$ cat src/rtl/ps2_key_tracker.sv
// Pops scan-code bytes from the ps2_keyboard FIFO, decodes make/break/E0 sequences and
// tracks the most recent held key with its ASCII value and a BCD press count.
module ps2_key_tracker #(
    parameter bit COUNT_REPEAT = 1'b0
) (
    input  logic       clk,
    input  logic       rst,
    input  logic       kb_ready,
    input  logic [7:0] kb_data,
    input  logic       kb_overflow,
    output logic       kb_nextdata_n,
    output logic       key_down,
    output logic       key_ext,
    output logic [7:0] key_code,
    output logic [7:0] key_ascii,
    output logic [7:0] press_cnt,
    output logic       ovf_sticky
);

    typedef enum logic [1:0] {StIdle, StPop, StGap} state_e;

    state_e     state_q, state_d;
    logic [7:0] byte_q, byte_d;
    logic       brk_pend_q, brk_pend_d;
    logic       ext_pend_q, ext_pend_d;
    logic       key_down_q, key_down_d;
    logic       key_ext_q, key_ext_d;
    logic [7:0] key_code_q, key_code_d;
    logic [7:0] key_ascii_q, key_ascii_d;
    logic [7:0] press_cnt_q, press_cnt_d;
    logic       ovf_q;

    function automatic logic [7:0] bcd_inc(input logic [7:0] v);
        logic [7:0] r;
        if (v[3:0] == 4'd9) begin
            r = (v[7:4] == 4'd9) ? 8'h00 : {v[7:4] + 4'd1, 4'd0};
        end else begin
            r = {v[7:4], v[3:0] + 4'd1};
        end
        return r;
    endfunction

    function automatic logic [7:0] ascii_lut(input logic [7:0] code);
        logic [7:0] a;
        unique case (code)
            8'h1C: a = 8'h61; 8'h32: a = 8'h62; 8'h21: a = 8'h63; 8'h23: a = 8'h64;
            8'h24: a = 8'h65; 8'h2B: a = 8'h66; 8'h34: a = 8'h67; 8'h33: a = 8'h68;
            8'h43: a = 8'h69; 8'h3B: a = 8'h6A; 8'h42: a = 8'h6B; 8'h4B: a = 8'h6C;
            8'h3A: a = 8'h6D; 8'h31: a = 8'h6E; 8'h44: a = 8'h6F; 8'h4D: a = 8'h70;
            8'h15: a = 8'h71; 8'h2D: a = 8'h72; 8'h1B: a = 8'h73; 8'h2C: a = 8'h74;
            8'h3C: a = 8'h75; 8'h2A: a = 8'h76; 8'h1D: a = 8'h77; 8'h22: a = 8'h78;
            8'h35: a = 8'h79; 8'h1A: a = 8'h7A;
            8'h45: a = 8'h30; 8'h16: a = 8'h31; 8'h1E: a = 8'h32; 8'h26: a = 8'h33;
            8'h25: a = 8'h34; 8'h2E: a = 8'h35; 8'h36: a = 8'h36; 8'h3D: a = 8'h37;
            8'h3E: a = 8'h38; 8'h46: a = 8'h39;
            default: a = 8'h00;
        endcase
        return a;
    endfunction

    logic same_key;
    assign same_key = key_down_q && (byte_q == key_code_q) && (ext_pend_q == key_ext_q);

    always_comb begin
        state_d       = state_q;
        byte_d        = byte_q;
        brk_pend_d    = brk_pend_q;
        ext_pend_d    = ext_pend_q;
        key_down_d    = key_down_q;
        key_ext_d     = key_ext_q;
        key_code_d    = key_code_q;
        key_ascii_d   = key_ascii_q;
        press_cnt_d   = press_cnt_q;
        kb_nextdata_n = 1'b1;
        unique case (state_q)
            StIdle: begin
                if (kb_ready) begin
                    byte_d  = kb_data;
                    state_d = StPop;
                end
            end
            StPop: begin
                kb_nextdata_n = 1'b0;
                state_d       = StGap;
                if (byte_q == 8'hE0) begin
                    ext_pend_d = 1'b1;
                end else if (byte_q == 8'hF0) begin
                    brk_pend_d = 1'b1;
                end else if (brk_pend_q) begin
                    // A break for anything other than the held key is dropped.
                    if (same_key) key_down_d = 1'b0;
                    brk_pend_d = 1'b0;
                    ext_pend_d = 1'b0;
                end else begin
                    ext_pend_d = 1'b0;
                    if (same_key) begin
                        if (COUNT_REPEAT) press_cnt_d = bcd_inc(press_cnt_q);
                    end else begin
                        key_code_d  = byte_q;
                        key_ext_d   = ext_pend_q;
                        key_ascii_d = ext_pend_q ? 8'h00 : ascii_lut(byte_q);
                        key_down_d  = 1'b1;
                        press_cnt_d = bcd_inc(press_cnt_q);
                    end
                end
            end
            StGap: state_d = StIdle;
            default: state_d = StIdle;
        endcase
    end

    always_ff @(posedge clk) begin
        if (rst) begin
            state_q     <= StIdle;
            byte_q      <= 8'h00;
            brk_pend_q  <= 1'b0;
            ext_pend_q  <= 1'b0;
            key_down_q  <= 1'b0;
            key_ext_q   <= 1'b0;
            key_code_q  <= 8'h00;
            key_ascii_q <= 8'h00;
            press_cnt_q <= 8'h00;
            ovf_q       <= 1'b0;
        end else begin
            state_q     <= state_d;
            byte_q      <= byte_d;
            brk_pend_q  <= brk_pend_d;
            ext_pend_q  <= ext_pend_d;
            key_down_q  <= key_down_d;
            key_ext_q   <= key_ext_d;
            key_code_q  <= key_code_d;
            key_ascii_q <= key_ascii_d;
            press_cnt_q <= press_cnt_d;
            if (kb_overflow) ovf_q <= 1'b1;
        end
    end

    assign key_down   = key_down_q;
    assign key_ext    = key_ext_q;
    assign key_code   = key_code_q;
    assign key_ascii  = key_ascii_q;
    assign press_cnt  = press_cnt_q;
    assign ovf_sticky = ovf_q;

endmodule

$ cat config.mk
export PLATFORM = sky130hd
export DESIGN_NAME = ps2_key_tracker
export DESIGN_NICKNAME = d
export VERILOG_FILES = /design/src/rtl/ps2_key_tracker.sv
export SDC_FILE = /design/constraint.sdc
export NUM_CORES = 1
export LEC_CHECK = 0
export ABC_AREA = 1
export CAP_MARGIN = 20
export CORE_MARGIN = 2
export CORE_UTILIZATION = 33
export CTS_CLUSTER_DIAMETER = 150
export DETAILED_ROUTE_END_ITERATION = 16
export SYNTH_ARGS = -nofsm -noshare
export SYNTH_HDL_FRONTEND = slang
export SYNTH_SLANG_ARGS = --single-unit
$ cat constraint.sdc
create_clock -name clk -period 2.6 [get_ports clk]
set_clock_uncertainty 0.2 [all_clocks]
set_input_delay 0.52 -clock clk [delete_from_list [all_inputs] [get_ports clk]]
set_output_delay 0.52 -clock clk [all_outputs]
set_load 0.03 [all_outputs]
==> results of run 1 <==
[cells in the mapped netlist]
cell type and count:
nor2_4 3, o21ai_0 11, nand4_1 5, nor2_2 1, buf_6 1, o22ai_1 1
o21bai_1 1, or2_2 1, o21ai_1 4, buf_4 4, buf_1 1, dfxtp_1 45
nand3_4 2, inv_2 7, nand2_4 1, xnor2_1 2, inv_1 38, a31oi_1 1
nand3_2 3, nor3_1 3, a21oi_1 30, o211ai_1 1, nand3_1 46, nor3_4 2
a211oi_1 2, conb_1 1, nand2_2 4, buf_2 5, nand2_1 121, nor2_1 29
nand3b_1 1, clkbuf_1 2, ha_1 6, xor2_1 3
[final timing paths]
check	startpoint	to	slack, ps	cells past startpoint
hold reg to reg	key_ascii[4]$_SDFFE_PP0P_	key_ascii[4]$_SDFFE_PP0P_	270	2
setup reg to reg	state_q[0]$_SDFFE_PP0P_	flop	480	14
setup / recovery	kb_ready	flop	200	14
hold / removal	key_ascii[4]$_SDFFE_PP0P_	key_ascii[4]$_SDFFE_PP0P_	270	2
[routing by layer]
metal | up-vias | share of wire, % | GRT usage (%)
met3 | 9 | 4.1 | 2.38
li1 | 1394 | - | -
met4 | 0 | 1.4 | 4.23
met5 | - | 0 | 0
met2 | 68 | 47 | 28.7
met1 | 1188 | 48 | 23.1
[worst max-delay path, stage by stage]
cell	delay, ps
clkdlybuf4s50_1	590
nand3_1	150
nand3_2	120
inv_1	60
buf_4	130
ha_1	200
nand2_1	150
nand2_1	70
nand2_1	90
nand3_1	80
nand3_1	90
nand2_1	50
nand2_1	50
nand2_1	50
[kinds of logic (layout without fill, tap and decap cells)]
family | Yosys count | count (layout)
DFF | 45 | 45
xor gates and xnor gates | 5 | 5
other | 1 | 1
adders and majority gates | 6 | 6
buffers and inverters | 58 | 134
AOI/OAI and AO/OA | 51 | 51
and+or+nand+nor | 222 | 222
[layout make-up]
type / instances / area, sq um
fill: 798 / 4250
tap: 102 / 128
sequential: 45 / 901
multi-input combinational: 285 / 1420
timing repair buffer: 81 / 703
clock buffer: 8 / 80.1
inverter: 45 / 169
[power breakdown]
part,switching [W],total [W],internal [W]
registers,0.0000289,0.000758,0.000729
logic,0.000270,0.000460,0.000190
clock network,0.000225,0.000416,0.000191
[through the flow]
stage | utilization, % | worst slack, ps
2_1_floorplan | - | 522
3_3_place_gp | 43.4 | -73.0
4_1_cts | 44.4 | 213
3_5_place_dp | 43.4 | -83.2
6_report | 44.4 | 197
5_1_grt | 44.4 | 41.4
==> reports/qor.yml, run 1 <==
drive_gt1_share_pct: 15.5
setup.worst_path.end_class: "flop"
drt_iter0_drc: 88
cts_hold_buf: 0
io_buffers: 38
diodes: 0
netlist_area_sq_um: 2560
die_h_um: 92.2
grt_pass1_wl_mm: 11.8
grt_pass1_vias: 2525
cts_sinks: 45
slew_violations: 0
crit_path_max_fanout: 5
cap_violations: 0
arrival_ps: 2390
cts_made_buffers: 5
firstDrtPassIters: 4
status: "finished, final reports clean"
power_per_cell_area_nw_per_um2: 481
hp-class: "flop to flop"
cp-start-kind: "primary input"
min_period_ps: 2400
post_drt_wl_per_cell_um: 12.3
clkLatencyLatePin_ps: 290
mostFrequentLayoutCell: "nand2_1"
cts_resized: 0
yosys-top-cells-area: "dfxtp_1 (35%), nand2_1 (18%), nand3_1 (9.0%), a21oi_1 (5.9%), inv_1 (5.6%)"
tns_ps: 0
post-dp-hpwl_mm: 5.46
ys_warn_count: 0
yosysTopAreaCell: "dfxtp_1"
synth_mux_area_share_pct: 0
antenna_left: 0
synthDistinctLibCells: 34
num_rows: 32
drc: 0
power.leakage_nw: 1.55
grtUsageTotal_pct: 17.1
start_util_pct: 33.5
grt_overflow: 0
yosysSeqAreaShare_pct: 35.1
vias: 2659
layout_common_cells: "nand2_1 (121), nand3_1 (46), dfxtp_1 (45)"
grt_max_degree: 29
final_cells: 566
whs_ps: 268
hold_violations: 0
fmax_mhz: 416
wl_mm: 6.99
dieArea_sq_um: 8490
total_power_w: 0.00163
die_w_um: 92.2
syn_area_per_cell_sq_um: 6.61
cts_tree: "done"
nNetsFinal: 481
timing.final.crit_share_pct: 92.4
place_inst: 558
synth_top_area_share_pct: 35.1
crit_type: "primary input to flop"
synth_nets: 406
top_level_ports: 40
final_area_sq_um: 3400
clk_pin_slew_worst_paths_ps: 80
required_ps: 2590
setup_violations: 0
antenna_found_initial: 0
synth_top_family_by_area: "simple AND/OR/NAND/NOR gates"
gp_congestion: 0.901
syn_inst: 388
vias_per_cell: 4.70
cts_root_buf: "clkbuf_8"
ir_drop_v: 0.000186
core_area_sq_um: 7650
synth_compound_area_share_pct: 10.4
clockBufferDepth: 2
synth-simple-area-share_pct: 40.0
ys_ff_latch: 45
placed_cell_area_sq_um: 3320
htreeDepth: 2
synth_fa_ha_area_share_pct: 2.93
post-cts-setup-buffers: 0
rsz0062_at_grt: "false"
area_delta_synth_final_pct: 32.5
synth_xor_xnor_area_share_pct: 1.71
Note: power is estimated with default switching activity, not from simulation.
==> inputs of run 2 (changes only) <==
--- a/config.mk
+++ b/config.mk
@@ -11,6 +11,7 @@
 export CORE_UTILIZATION = 33
 export CTS_CLUSTER_DIAMETER = 150
 export DETAILED_ROUTE_END_ITERATION = 16
+export SLEW_MARGIN = 5
 export SYNTH_ARGS = -nofsm -noshare
 export SYNTH_HDL_FRONTEND = slang
 export SYNTH_SLANG_ARGS = --single-unit
==> results of run 2 <==
Same layout as run 1: the final DEF is identical, and so are final timing and power.
==> inputs of run 3 (changes only) <==
--- a/config.mk
+++ b/config.mk
@@ -8,7 +8,7 @@
 export ABC_AREA = 1
 export CAP_MARGIN = 20
 export CORE_MARGIN = 2
-export CORE_UTILIZATION = 33
+export CORE_UTILIZATION = 40
 export CTS_CLUSTER_DIAMETER = 150
 export DETAILED_ROUTE_END_ITERATION = 16
 export SLEW_MARGIN = 5
==> constraint.sdc (replaced) <==
create_clock -name clk -period 2.6 [get_ports clk]
set_clock_uncertainty 0.2 [all_clocks]
set_input_delay 0.78 -clock clk [delete_from_list [all_inputs] [get_ports clk]]
set_output_delay 0.78 -clock clk [all_outputs]
set_load 0.03 [all_outputs]
==> run 3 against run 2 <==
Net effect:
- clock power is 13% higher
- clock-buffer cell count is 1 lower
- sequential power about the same
- cell count decreased by 3.7%
- fmax is 1.4% lower
- largest cell class unchanged
- combinational power is 3% higher
- sequential share of layout area fell by 0.69 points
- sequential cell count unchanged
- register-to-register slack got worse by 50 ps
==> reports/qor.yml, run 3 (synthesized netlist as in run 1, its figures left out) <==
status: "finished, final reports clean"
place_inst: 535  # -4.1%
gp_congestion: 0.923  # +2.4%
vias_per_cell: 4.94  # +5.3%
crit_slowest_cell: "clkdlybuf4s50_1"
die_w_um: 84.1  # -8.8%
grt_pass1_vias: 2536  # +0.44%
placed_cell_area_sq_um: 3310  # -0.11%
area_delta_synth_final_pct: 36.0
cts_sinks: 45  # unchanged
post_drt_wl_per_cell_um: 11.9  # -3.9%
p_switching_w: 0.000530  # +1.2%
timing.final.crit_share_pct: 93.8  # +1.3 points
die_h_um: 84.1  # -8.8%
path_delay_family: "buffers and inverters"
p_sw_share_pct: 31.1  # -0.93 points
core_area_sq_um: 6280  # -18%
cts_root_buf: "clkbuf_8"
grt_overflow: 0  # unchanged
final_cells: 545  # -3.7%
multiInputGateArea_sq_um: 1470  # +3.5%
final_area_sq_um: 3490  # +2.7%
firstDrtPassIters: 5  # +1
post-dp-hpwl_mm: 5.02  # -8.1%
cp-start-kind: "flop"
io_buffers: 38  # unchanged
cts_hold_buf: 0  # unchanged
clk_pin_slew_worst_paths_ps: 80  # about the same
drive_gt1_share_pct: 18.8  # +3.3 points
htreeDepth: 2  # unchanged
required_ps: 1620  # -970 ps
antenna_found_initial: 0  # unchanged
top_level_ports: 40  # unchanged
fmax_mhz: 410  # -1.4%
crit_type: "flop to primary output"
tns_ps: 0  # unchanged
ir_drop_v: 0.000317  # +71%
total_power_w: 0.00170  # +4.2%
slew_violations: 0  # unchanged
cts_made_buffers: 5  # unchanged
power_per_cell_area_nw_per_um2: 488  # +1.5%
cap_violations: 0  # unchanged
setup_violations: 0  # unchanged
grt_pass1_wl_mm: 11.2  # -4.6%
num_rows: 29  # -9.4%
power.leakage_nw: 1.61  # +3.5%
antenna_left: 0  # unchanged
drc: 0  # unchanged
vias: 2695  # +1.4%
fillCellCount: 613  # -23%
layout_common_cells: "nand2_1 (120), dfxtp_1 (45), buf_4 (45)"
p_comb_share_pct: 28.0  # -0.2 points
clockBufferDepth: 2  # unchanged
start_util_pct: 40.9  # +7.3 points
crit_path_max_fanout: 2  # -3
drt_iter0_drc: 110  # +25%
nNetsFinal: 485  # +0.83%
hp-class: "flop to flop"
seq_power_share_pct: 44.4  # -2.0 points
worst_pin_slew_ps: 505
wl_mm: 6.47  # -7.5%
hold_violations: 0  # unchanged
setup.worst_path.end_class: "primary output"
crit_chain: "inv_1 > nand2_1 > clkdlybuf4s50_1"
arrival_ps: 1460  # -930 ps
grtUsageTotal_pct: 19.3  # +2.3 points
mostFrequentLayoutCell: "nand2_1"
whs_ps: 265  # -2.62 ps
diodes: 0  # unchanged
dieArea_sq_um: 7070  # -17%
slew_headroom_pct: 66.2
max_stage_delay_ps: 670  # +80 ps
ff_latch_area_sq_um: 901  # unchanged
cts_tree: "done"
clkLatencyLatePin_ps: 290  # about the same
min_period_ps: 2440  # +34.6 ps
grt_max_degree: 29  # unchanged
power_frac_clock_pct: 27.6  # +2.1 points
p_int_w: 0.00117  # +5.6%
crit_buf_inv: 2  # -1
rsz0062_at_grt: "true"
## run 3: power by group through the flow
| stage | sequential (W) | clock (W) | combinational [W] |
|---|---|---|---|
| final | 0.000756 | 0.000470 | 0.000476 |
| after global routing | 0.000761 | 0.000514 | 0.000530 |
| after CTS | 0.000757 | 0.000490 | 0.000459 |
| after detailed placement | 0.000773 | 0 | 0.000458 |
| after global placement | 0.000772 | 0 | 0.000458 |
| after floorplan | 0.000793 | 0 | 0.000252 |
## run 3: metrics by stage
stage | util, % | setup WS [ps]
after CTS | 54.4 | 69.1
after detailed placement | 52.8 | -410
after global routing | 55.6 | -19.3
after global placement | 52.8 | -352
final | 55.6 | 162
after floorplan | - | 262
## run 3: area by class of cell
class	instances	share of cell area [%]
flip-flops and latches	45	25.8
inverters	45	4.91
clock buffers	7	2.76
clock inverters	1	0.143
multi-input cells	285	42.1
repair buffers	85	21.5
well taps	77	2.76
## run 3: worst reg2reg max path, delay by kind of cell (launching register included)
| kind | cells | cell delay [ps] |
|---|---|---|
| flip-flops | 1 | 340 |
| buffers and inverters | 1 | 160 |
| adder cells (fa/ha/maj) | 1 | 230 |
| AND/OR/NAND/NOR | 12 | 1120 |
## run 3: layer usage
layer	track usage (%)	vias to the layer above	part of all wire [%]
met5	0	-	0
met4	7.18	0	2.3
met3	2.77	14	4.4
met2	32.0	83	46
met1	25.4	1198	47
li1	-	1400	-
## run 3: repair_timing
item / CTS / global route
pin swaps: 0 / 6
gates resized for setup: 1 / 14
setup buffers: 0 / 2
setup endpoints to repair: 6 / 7
## run 3: final timing paths
path	startpoint	endpoint	slack, ps	cells after the start
worst max-delay path	state_q[1]$_SDFFE_PP0P_	kb_nextdata_n	160	3
worst max register to register	state_q[0]$_SDFFE_PP0P_	flop	430	14
worst min register to register	ovf_sticky$_SDFFE_PP0P_	ovf_sticky$_SDFFE_PP0P_	260	2
worst min-delay path	ovf_sticky$_SDFFE_PP0P_	ovf_sticky$_SDFFE_PP0P_	260	2
